`src/rtl/imm_gen_pipe_if.sv`:
```
// Valid/ready bundle between decode control, the immediate stage and ID/EX.
// The master side drives instructions in and accepts results out.
interface imm_gen_pipe_if #(
    parameter int XLEN  = 32,
    parameter int TAG_W = 4
);
    logic             in_valid;
    logic             in_ready;
    logic [31:0]      in_inst;
    logic [2:0]       in_immsel;
    logic [TAG_W-1:0] in_tag;
    logic             out_valid;
    logic             out_ready;
    logic [XLEN-1:0]  out_imm;
    logic [TAG_W-1:0] out_tag;
    logic             out_err;

    modport master (
        output in_valid, in_inst, in_immsel, in_tag, out_ready,
        input  in_ready, out_valid, out_imm, out_tag, out_err
    );

    modport slave (
        input  in_valid, in_inst, in_immsel, in_tag, out_ready,
        output in_ready, out_valid, out_imm, out_tag, out_err
    );
endinterface

```
`src/rtl/imm_gen_pipe.sv`:
```
// Registered immediate generator with valid/ready handshake, optional
// skid entry, flush and a saturating reserved-select counter.
module imm_gen_pipe #(
    parameter int XLEN  = 32,
    parameter int TAG_W = 4,
    parameter int SKID  = 1,
    parameter int CNT_W = 8
) (
    input  logic             clk,
    input  logic             rst,
    input  logic             flush,
    imm_gen_pipe_if.slave    bus,
    output logic [CNT_W-1:0] err_count
);
    localparam int W = XLEN + TAG_W + 1;

    if ((XLEN != 32 && XLEN != 64) || SKID < 0 || SKID > 1) begin : g_bad_param
        $error("imm_gen_pipe: unsupported XLEN or SKID");
    end

    logic [31:0]      w_i;
    logic [31:0]      w_i32;
    logic             w_err;
    logic [XLEN-1:0]  w_imm;
    logic [W-1:0]     w_ent;
    logic             w_acc;
    logic             w_emit;
    logic             w_unused_opc;
    logic             r_m_v;
    logic [W-1:0]     r_m;
    logic [CNT_W-1:0] r_cnt;

    assign w_i          = bus.in_inst;
    assign w_unused_opc = ^w_i[6:0];

    // Sign-extended kinds carry inst[31] in bit 31; zero-extended ones leave it 0.
    always_comb begin
        w_i32 = '0;
        w_err = 1'b0;
        unique case (bus.in_immsel)
            3'd0: w_i32 = {w_i[31:12], 12'b0};
            3'd1: w_i32 = {{20{w_i[31]}}, w_i[31:20]};
            3'd2: w_i32 = {{20{w_i[31]}}, w_i[31:25], w_i[11:7]};
            3'd3: w_i32 = {{19{w_i[31]}}, w_i[31], w_i[7],
                           w_i[30:25], w_i[11:8], 1'b0};
            3'd4: w_i32 = {{11{w_i[31]}}, w_i[31], w_i[19:12],
                           w_i[20], w_i[30:21], 1'b0};
            3'd5: w_i32 = {27'b0, w_i[19:15]};
            3'd6: w_i32 = (XLEN == 64) ? {26'b0, w_i[25:20]}
                                       : {27'b0, w_i[24:20]};
            default: w_err = 1'b1;
        endcase
        w_imm       = {XLEN{w_i32[31]}};
        w_imm[31:0] = w_i32;
    end

    assign w_ent  = {w_err, bus.in_tag, w_imm};
    assign w_acc  = bus.in_valid & bus.in_ready;
    assign w_emit = r_m_v & bus.out_ready;

    assign bus.out_valid = r_m_v;
    assign {bus.out_err, bus.out_tag, bus.out_imm} = r_m;
    assign err_count = r_cnt;

    if (SKID == 1) begin : g_skid
        logic         r_s_v;
        logic [W-1:0] r_s;
        logic         r_rdy;
        logic         w_s_nxt;

        assign w_s_nxt = r_s_v ? !w_emit : (w_acc & r_m_v & !w_emit);
        assign bus.in_ready = r_rdy;

        always_ff @(posedge clk) begin
            if (rst) begin
                r_m_v <= 1'b0;
                r_s_v <= 1'b0;
                r_rdy <= 1'b1;
                r_m   <= '0;
            end else if (flush) begin
                r_m_v <= 1'b0;
                r_s_v <= 1'b0;
                r_rdy <= 1'b1;
            end else begin
                r_s_v <= w_s_nxt;
                r_rdy <= !w_s_nxt;
                r_m_v <= r_s_v | w_acc | (r_m_v & !w_emit);
                // A full skid blocks accepts, so it always refills main first.
                if (w_emit && r_s_v)
                    r_m <= r_s;
                else if (w_acc && (!r_m_v || w_emit))
                    r_m <= w_ent;
                if (w_acc && r_m_v && !w_emit)
                    r_s <= w_ent;
            end
        end
    end else begin : g_reg
        assign bus.in_ready = !r_m_v | bus.out_ready;

        always_ff @(posedge clk) begin
            if (rst) begin
                r_m_v <= 1'b0;
                r_m   <= '0;
            end else if (flush) begin
                r_m_v <= 1'b0;
            end else if (w_acc) begin
                r_m_v <= 1'b1;
                r_m   <= w_ent;
            end else if (w_emit) begin
                r_m_v <= 1'b0;
            end
        end
    end

    always_ff @(posedge clk) begin
        if (rst)
            r_cnt <= '0;
        else if (!flush && w_acc && w_err && r_cnt != {CNT_W{1'b1}})
            r_cnt <= r_cnt + CNT_W'(1);
    end
endmodule

```
`src/flat_wrapper.sv`:
```
// flat-port wrapper written by rule: the top's interface ports become plain ports
module imm_gen_pipe_flat 
#(
    parameter int XLEN  = 32,
    parameter int TAG_W = 4,
    parameter int SKID  = 1,
    parameter int CNT_W = 8
)
  (clk, rst, flush, err_count, bus_in_valid, bus_in_inst, bus_in_immsel, bus_in_tag, bus_out_ready, bus_in_ready, bus_out_valid, bus_out_imm, bus_out_tag, bus_out_err);
  imm_gen_pipe_if #(.XLEN(XLEN), .TAG_W(TAG_W)) bus_i ();
  input  logic clk;
  input  logic rst;
  input  logic flush;
  output logic [CNT_W-1:0] err_count;
  input wire logic [$bits(bus_i.in_valid)-1:0] bus_in_valid;
  input wire logic [$bits(bus_i.in_inst)-1:0] bus_in_inst;
  input wire logic [$bits(bus_i.in_immsel)-1:0] bus_in_immsel;
  input wire logic [$bits(bus_i.in_tag)-1:0] bus_in_tag;
  input wire logic [$bits(bus_i.out_ready)-1:0] bus_out_ready;
  output wire logic [$bits(bus_i.in_ready)-1:0] bus_in_ready;
  output wire logic [$bits(bus_i.out_valid)-1:0] bus_out_valid;
  output wire logic [$bits(bus_i.out_imm)-1:0] bus_out_imm;
  output wire logic [$bits(bus_i.out_tag)-1:0] bus_out_tag;
  output wire logic [$bits(bus_i.out_err)-1:0] bus_out_err;
  assign bus_i.in_valid = bus_in_valid;
  assign bus_i.in_inst = bus_in_inst;
  assign bus_i.in_immsel = bus_in_immsel;
  assign bus_i.in_tag = bus_in_tag;
  assign bus_i.out_ready = bus_out_ready;
  assign bus_in_ready = bus_i.in_ready;
  assign bus_out_valid = bus_i.out_valid;
  assign bus_out_imm = bus_i.out_imm;
  assign bus_out_tag = bus_i.out_tag;
  assign bus_out_err = bus_i.out_err;
  imm_gen_pipe #(.XLEN(XLEN), .TAG_W(TAG_W), .SKID(SKID), .CNT_W(CNT_W)) u_core (.clk(clk), .rst(rst), .flush(flush), .bus(bus_i), .err_count(err_count));
endmodule
```
`config.mk`:
```
export PLATFORM = sky130hd
export DESIGN_NAME = imm_gen_pipe_flat
export DESIGN_NICKNAME = d
export VERILOG_FILES = /design/src/rtl/imm_gen_pipe_if.sv /design/src/rtl/imm_gen_pipe.sv /design/src/flat_wrapper.sv
export SDC_FILE = /design/constraint.sdc
export NUM_CORES = 1
export LEC_CHECK = 0
export BUFFER_PORTS_ARGS = -buffer_cell sky130_fd_sc_hd__buf_2
export CAP_MARGIN = 20
export CORE_MARGIN = 10
export CORE_UTILIZATION = 52
export CTS_CLUSTER_SIZE = 40
export DETAILED_ROUTE_END_ITERATION = 8
export PLACE_DENSITY = 0.82
export SYNTH_ARGS = -nofsm -noshare
export SYNTH_HDL_FRONTEND = slang
export SYNTH_SLANG_ARGS = --single-unit
```
`constraint.sdc`:
```
create_clock -name clk -period 7.5 [get_ports clk]
set_clock_uncertainty 0.05 [all_clocks]
set_input_delay 0.75 -clock clk [delete_from_list [all_inputs] [get_ports clk]]
set_output_delay 0.75 -clock clk [all_outputs]
set_load 0.005 [all_outputs]
```
==> reports/summary.log <==
[worst_setup_path] register-to-register path setup slack 5.26 ns
[synth] area of the mapped netlist 3840 sq um
[synth] gate count after technology mapping 365
[synth] post-synthesis net count 410
[timing] unrepaired setup endpoints after global routing false
[timing] upper clock frequency limit 0.436 GHz
[floorplan] die footprint 11,200 sq um
[pwr] leak pwr 1.95 nW
[worst_hold_path] path type of the worst min-delay path reg -> reg
[timing] max-slew headroom at the worst pin 45.4%
[synth] number of storage elements in the synthesis netlist 85
[timing] hold violation total from the final report 0
[synth] average instance area after synthesis 10.5 sq um
[floorplan] core area 7210 sq um
[worst_setup_path] type of the worst setup path in -> reg
[synth] count of flip-flops with a built-in enable after synthesis 37
[detailed_routing] number of remaining DRC errors 0
[synth] top cells by area in the synthesized netlist sky130_fd_sc_hd__edfxtp_1 (29%), sky130_fd_sc_hd__dfxtp_1 (25%), sky130_fd_sc_hd__mux2i_1 (6.0%)
[detailed_routing] first-pass iteration count of the detailed router 4
[clock_network] clock transition time at the flip-flop clock pins of the worst setup and hold paths 0.09 ns
[detailed_routing] Avg Vias per Cell 5.57
[layout] area growth from synthesis to final layout 16.5%
[worst_setup_path] worst path required time 7.74 ns
[detailed_routing] overall routed net length 9170 um
[floorplan] Rows 31
[worst_setup_path] maximum net fanout on the critical path 23
[clock_network] TritonCTS clock tree built
[clock_network] maximum number of buffers from clock root to sink 2
[clock_network] level count of the clock H-tree 3
[layout] fill cell instance count of the final layout 627
[synth] cell type contributing the most total cell area after synthesis sky130_fd_sc_hd__edfxtp_1
[synth] Async S/R FF share, synth 0%
[pwr] power density over the cells 203 nW/um^2
[synth] number of warning messages in the yosys log 0
[timing] period utilisation layout 30.6%
[clock_network] number of buffers added to fix hold violations after cts 0
[floorplan] Die Height 106 um
[synth] number of different library cells in the post-synthesis netlist 48
[worst_setup_path] type of element capturing the critical path register
[run] number of max-cap violations 0
[global_routing] antenna violations before repair 0
[global_routing] vias in the first global route 3,023
[global_routing] first-pass GRT wire length 14,900 um
[synth] share of Yosys cell area claimed by the top area cell type 28.9%
[clock_network] count of instances resized after the clock tree is built 0
[floorplan] starting utilization of the core area 53.3%
[timing] total of endpoints with negative setup slack in the final report 0
[global_routing] largest net degree at the start of global routing 48
[clock_network] CTS Buf Count 9
[worst_setup_path] startpoint type of the worst setup path primary input
[synth] dominant register cell in the synthesized netlist sky130_fd_sc_hd__dfxtp_1
[global_routing] GR Overflow Total 0
[placed_design] Port Buffer Count 83
[clock_network] Post-CTS Setup Inserts 0
[placed_design] last weighted congestion value of the routability-driven placer 0.846
[detailed_routing] drt first-iter violations 184
[layout] number of antenna diodes 0
[floorplan] total I/O pin count 91
[detailed_routing] total vias in the final route 3,020
[detailed_routing] routed len/inst 16.9 um
[pwr] Max rail drop VDD 0.0960 mV
[global_routing] overall fraction of global-route tracks in use 16.2%
[clock_network] CTS root buffer sky130_fd_sc_hd__clkbuf_8
[clock_network] CTS Sinks 85
[timing] pins over their slew limit 0
[layout] Final #Nets 483
[timing] Worst Max-Slew Pin Slew 0.818 ns
[layout] fraction of layout instances using a drive strength above 1 25.7%
[timing] Post-Route Setup TNS 0 ns
[floorplan] Die X 106 um
[pwr] Pwr Total 0.909 mW
[status] result of the run completed
[worst_setup_path] data arrival time of the critical path 2.53 ns
[detailed_routing] final antenna-violating net count 0
[timing] shortest period the worst path allows 2.29 ns
[synth] part of the Yosys area used for sequential elements 53.9%
[placed_design] post-detail-place hpwl 6590 um
[clock_network] clk_lat worst skew 0.35 ns
-- cells by family after synthesis --
| logic type | share of synthesized area [%] |
|---|---|
| and+or+nand+nor | 19.5 |
| DFF | 53.9 |
| AOI/OAI and AO/OA | 14.6 |
| buffers and inverters | 5.24 |
| muxes | 5.99 |
| xor gates and xnor gates | 0.456 |
| adders and majority gates | 0.325 |
-- where the power goes --
| group | internal, mW | switching (mW) |
|---|---|---|
| Clock | 0.152 | 0.160 |
| Sequential | 0.495 | 0.00584 |
| Combinational | 0.0396 | 0.0563 |
| Total | 0.687 | 0.222 |
-- routing by layer --
layer / up-vias / share of wire [%] / GRT usage [%]
met5: - / 0 / 0
met4: 0 / 2.9 / 7.35
met3: 23 / 6.5 / 5.01
met2: 88 / 49 / 27.0
met1: 1443 / 41 / 18.7
li1: 1466 / - / -
-- state kept, by name, summed over array words and instances (netlist names) --
signal	cells
u_core.g_skid.r_s	37
u_core.g_skid.r_s_v	1
u_core.r_m	37
u_core.bus.in_ready	1
u_core.err_count	8
u_core.bus.out_valid	1
-- per-stage QoR --
| step | instance area, sq um | instances | hold WS (ns) | util (%) | setup WS, ns |
|---|---|---|---|---|---|
| 2_1_floorplan | 3840 | 365 | 0.416 | - | 1.91 |
| 3_3_place_gp | 4280 | 525 | 0.395 | 59.3 | 4.67 |
| 3_5_place_dp | 4280 | 525 | 0.402 | 59.3 | 4.65 |
| 4_1_cts | 4460 | 541 | 0.429 | 61.9 | 5.04 |
| 5_1_grt | 4480 | 542 | 0.443 | 62.1 | 5.05 |
| 6_report | 4480 | 542 | 0.425 | 62.1 | 5.21 |
-- area by class of cell --
class,count,area (sq um),share of cell area (%)
clock buffers,9,124,2.77
clock inverters,7,65.1,1.45
inverters,15,56.3,1.26
multi-input cells,239,1580,35.2
flip-flops and latches,85,2070,46.3
well taps,99,124,2.77
repair buffers,88,460,10.3
-- synthesized netlist by cell type, types with 2 or more instances --
cell type	number
sky130_fd_sc_hd__nor3_1	7
sky130_fd_sc_hd__or3_1	3
sky130_fd_sc_hd__mux2i_1	23
sky130_fd_sc_hd__o21ai_0	3
sky130_fd_sc_hd__nand2b_1	16
sky130_fd_sc_hd__o21ai_1	13
sky130_fd_sc_hd__and2_1	6
sky130_fd_sc_hd__nor2_1	24
sky130_fd_sc_hd__a21oi_1	8
sky130_fd_sc_hd__a32o_1	11
sky130_fd_sc_hd__clkbuf_1	9
sky130_fd_sc_hd__o31ai_1	8
sky130_fd_sc_hd__and3_1	2
sky130_fd_sc_hd__a221oi_1	6
sky130_fd_sc_hd__o22ai_1	2
sky130_fd_sc_hd__or4_1	3
sky130_fd_sc_hd__a311oi_2	3
sky130_fd_sc_hd__a211o_1	2
sky130_fd_sc_hd__nor4b_1	2
sky130_fd_sc_hd__buf_2	8
sky130_fd_sc_hd__dfxtp_1	48
sky130_fd_sc_hd__xor2_1	2
sky130_fd_sc_hd__a211oi_1	2
sky130_fd_sc_hd__buf_6	2
sky130_fd_sc_hd__nand2_1	50
sky130_fd_sc_hd__inv_1	15
sky130_fd_sc_hd__nand3b_1	17
sky130_fd_sc_hd__a311oi_1	2
sky130_fd_sc_hd__nand3_1	5
sky130_fd_sc_hd__edfxtp_1	37
sky130_fd_sc_hd__buf_4	6
sky130_fd_sc_hd__o221ai_1	4
-- cells in the final DEF, fill, tap and decap left out, types with 2 or more instances in the layout --
cell	count
sky130_fd_sc_hd__nand3b_1	17
sky130_fd_sc_hd__clkinv_2	3
sky130_fd_sc_hd__a221oi_1	6
sky130_fd_sc_hd__o221ai_1	4
sky130_fd_sc_hd__buf_4	4
sky130_fd_sc_hd__nand3_1	5
sky130_fd_sc_hd__a211oi_1	2
sky130_fd_sc_hd__or4_1	3
sky130_fd_sc_hd__nand2b_1	16
sky130_fd_sc_hd__o22ai_1	2
sky130_fd_sc_hd__o21ai_0	3
sky130_fd_sc_hd__and2_1	6
sky130_fd_sc_hd__clkbuf_8	9
sky130_fd_sc_hd__a32o_1	11
sky130_fd_sc_hd__o31ai_1	8
sky130_fd_sc_hd__nor2_1	24
sky130_fd_sc_hd__nand2_1	50
sky130_fd_sc_hd__dfxtp_1	48
sky130_fd_sc_hd__inv_1	15
sky130_fd_sc_hd__a311oi_1	2
sky130_fd_sc_hd__and3_1	2
sky130_fd_sc_hd__buf_2	83
sky130_fd_sc_hd__a311oi_2	3
sky130_fd_sc_hd__edfxtp_1	37
sky130_fd_sc_hd__a21oi_1	8
sky130_fd_sc_hd__nor3_1	7
sky130_fd_sc_hd__o21ai_1	13
sky130_fd_sc_hd__a211o_1	2
sky130_fd_sc_hd__mux2i_1	23
sky130_fd_sc_hd__or3_1	3
sky130_fd_sc_hd__xor2_1	2
-- critical path: stages --
cell and delay, ns:
sky130_fd_sc_hd__buf_2 0.10, sky130_fd_sc_hd__nand2_1 0.13, sky130_fd_sc_hd__a211o_1 0.59, sky130_fd_sc_hd__nor2_1 0.70, sky130_fd_sc_hd__a32o_1 0.26
-- worst paths after layout --
check / startpoint / depth (start not counted) / to
max reg2reg: u_core.bus.out_valid$_SDFF_PN0_ / 4 / u_core.r_m[25]$_SDFFE_PP0P_
min reg2reg: u_core.r_m[29]$_SDFFE_PP0P_ / 1 / u_core.r_m[29]$_SDFFE_PP0P_
min: u_core.r_m[29]$_SDFFE_PP0P_ / 1 / u_core.r_m[29]$_SDFFE_PP0P_
max: bus_in_valid / 5 / u_core.r_m[25]$_SDFFE_PP0P_
(Power assumes the default switching activity.)
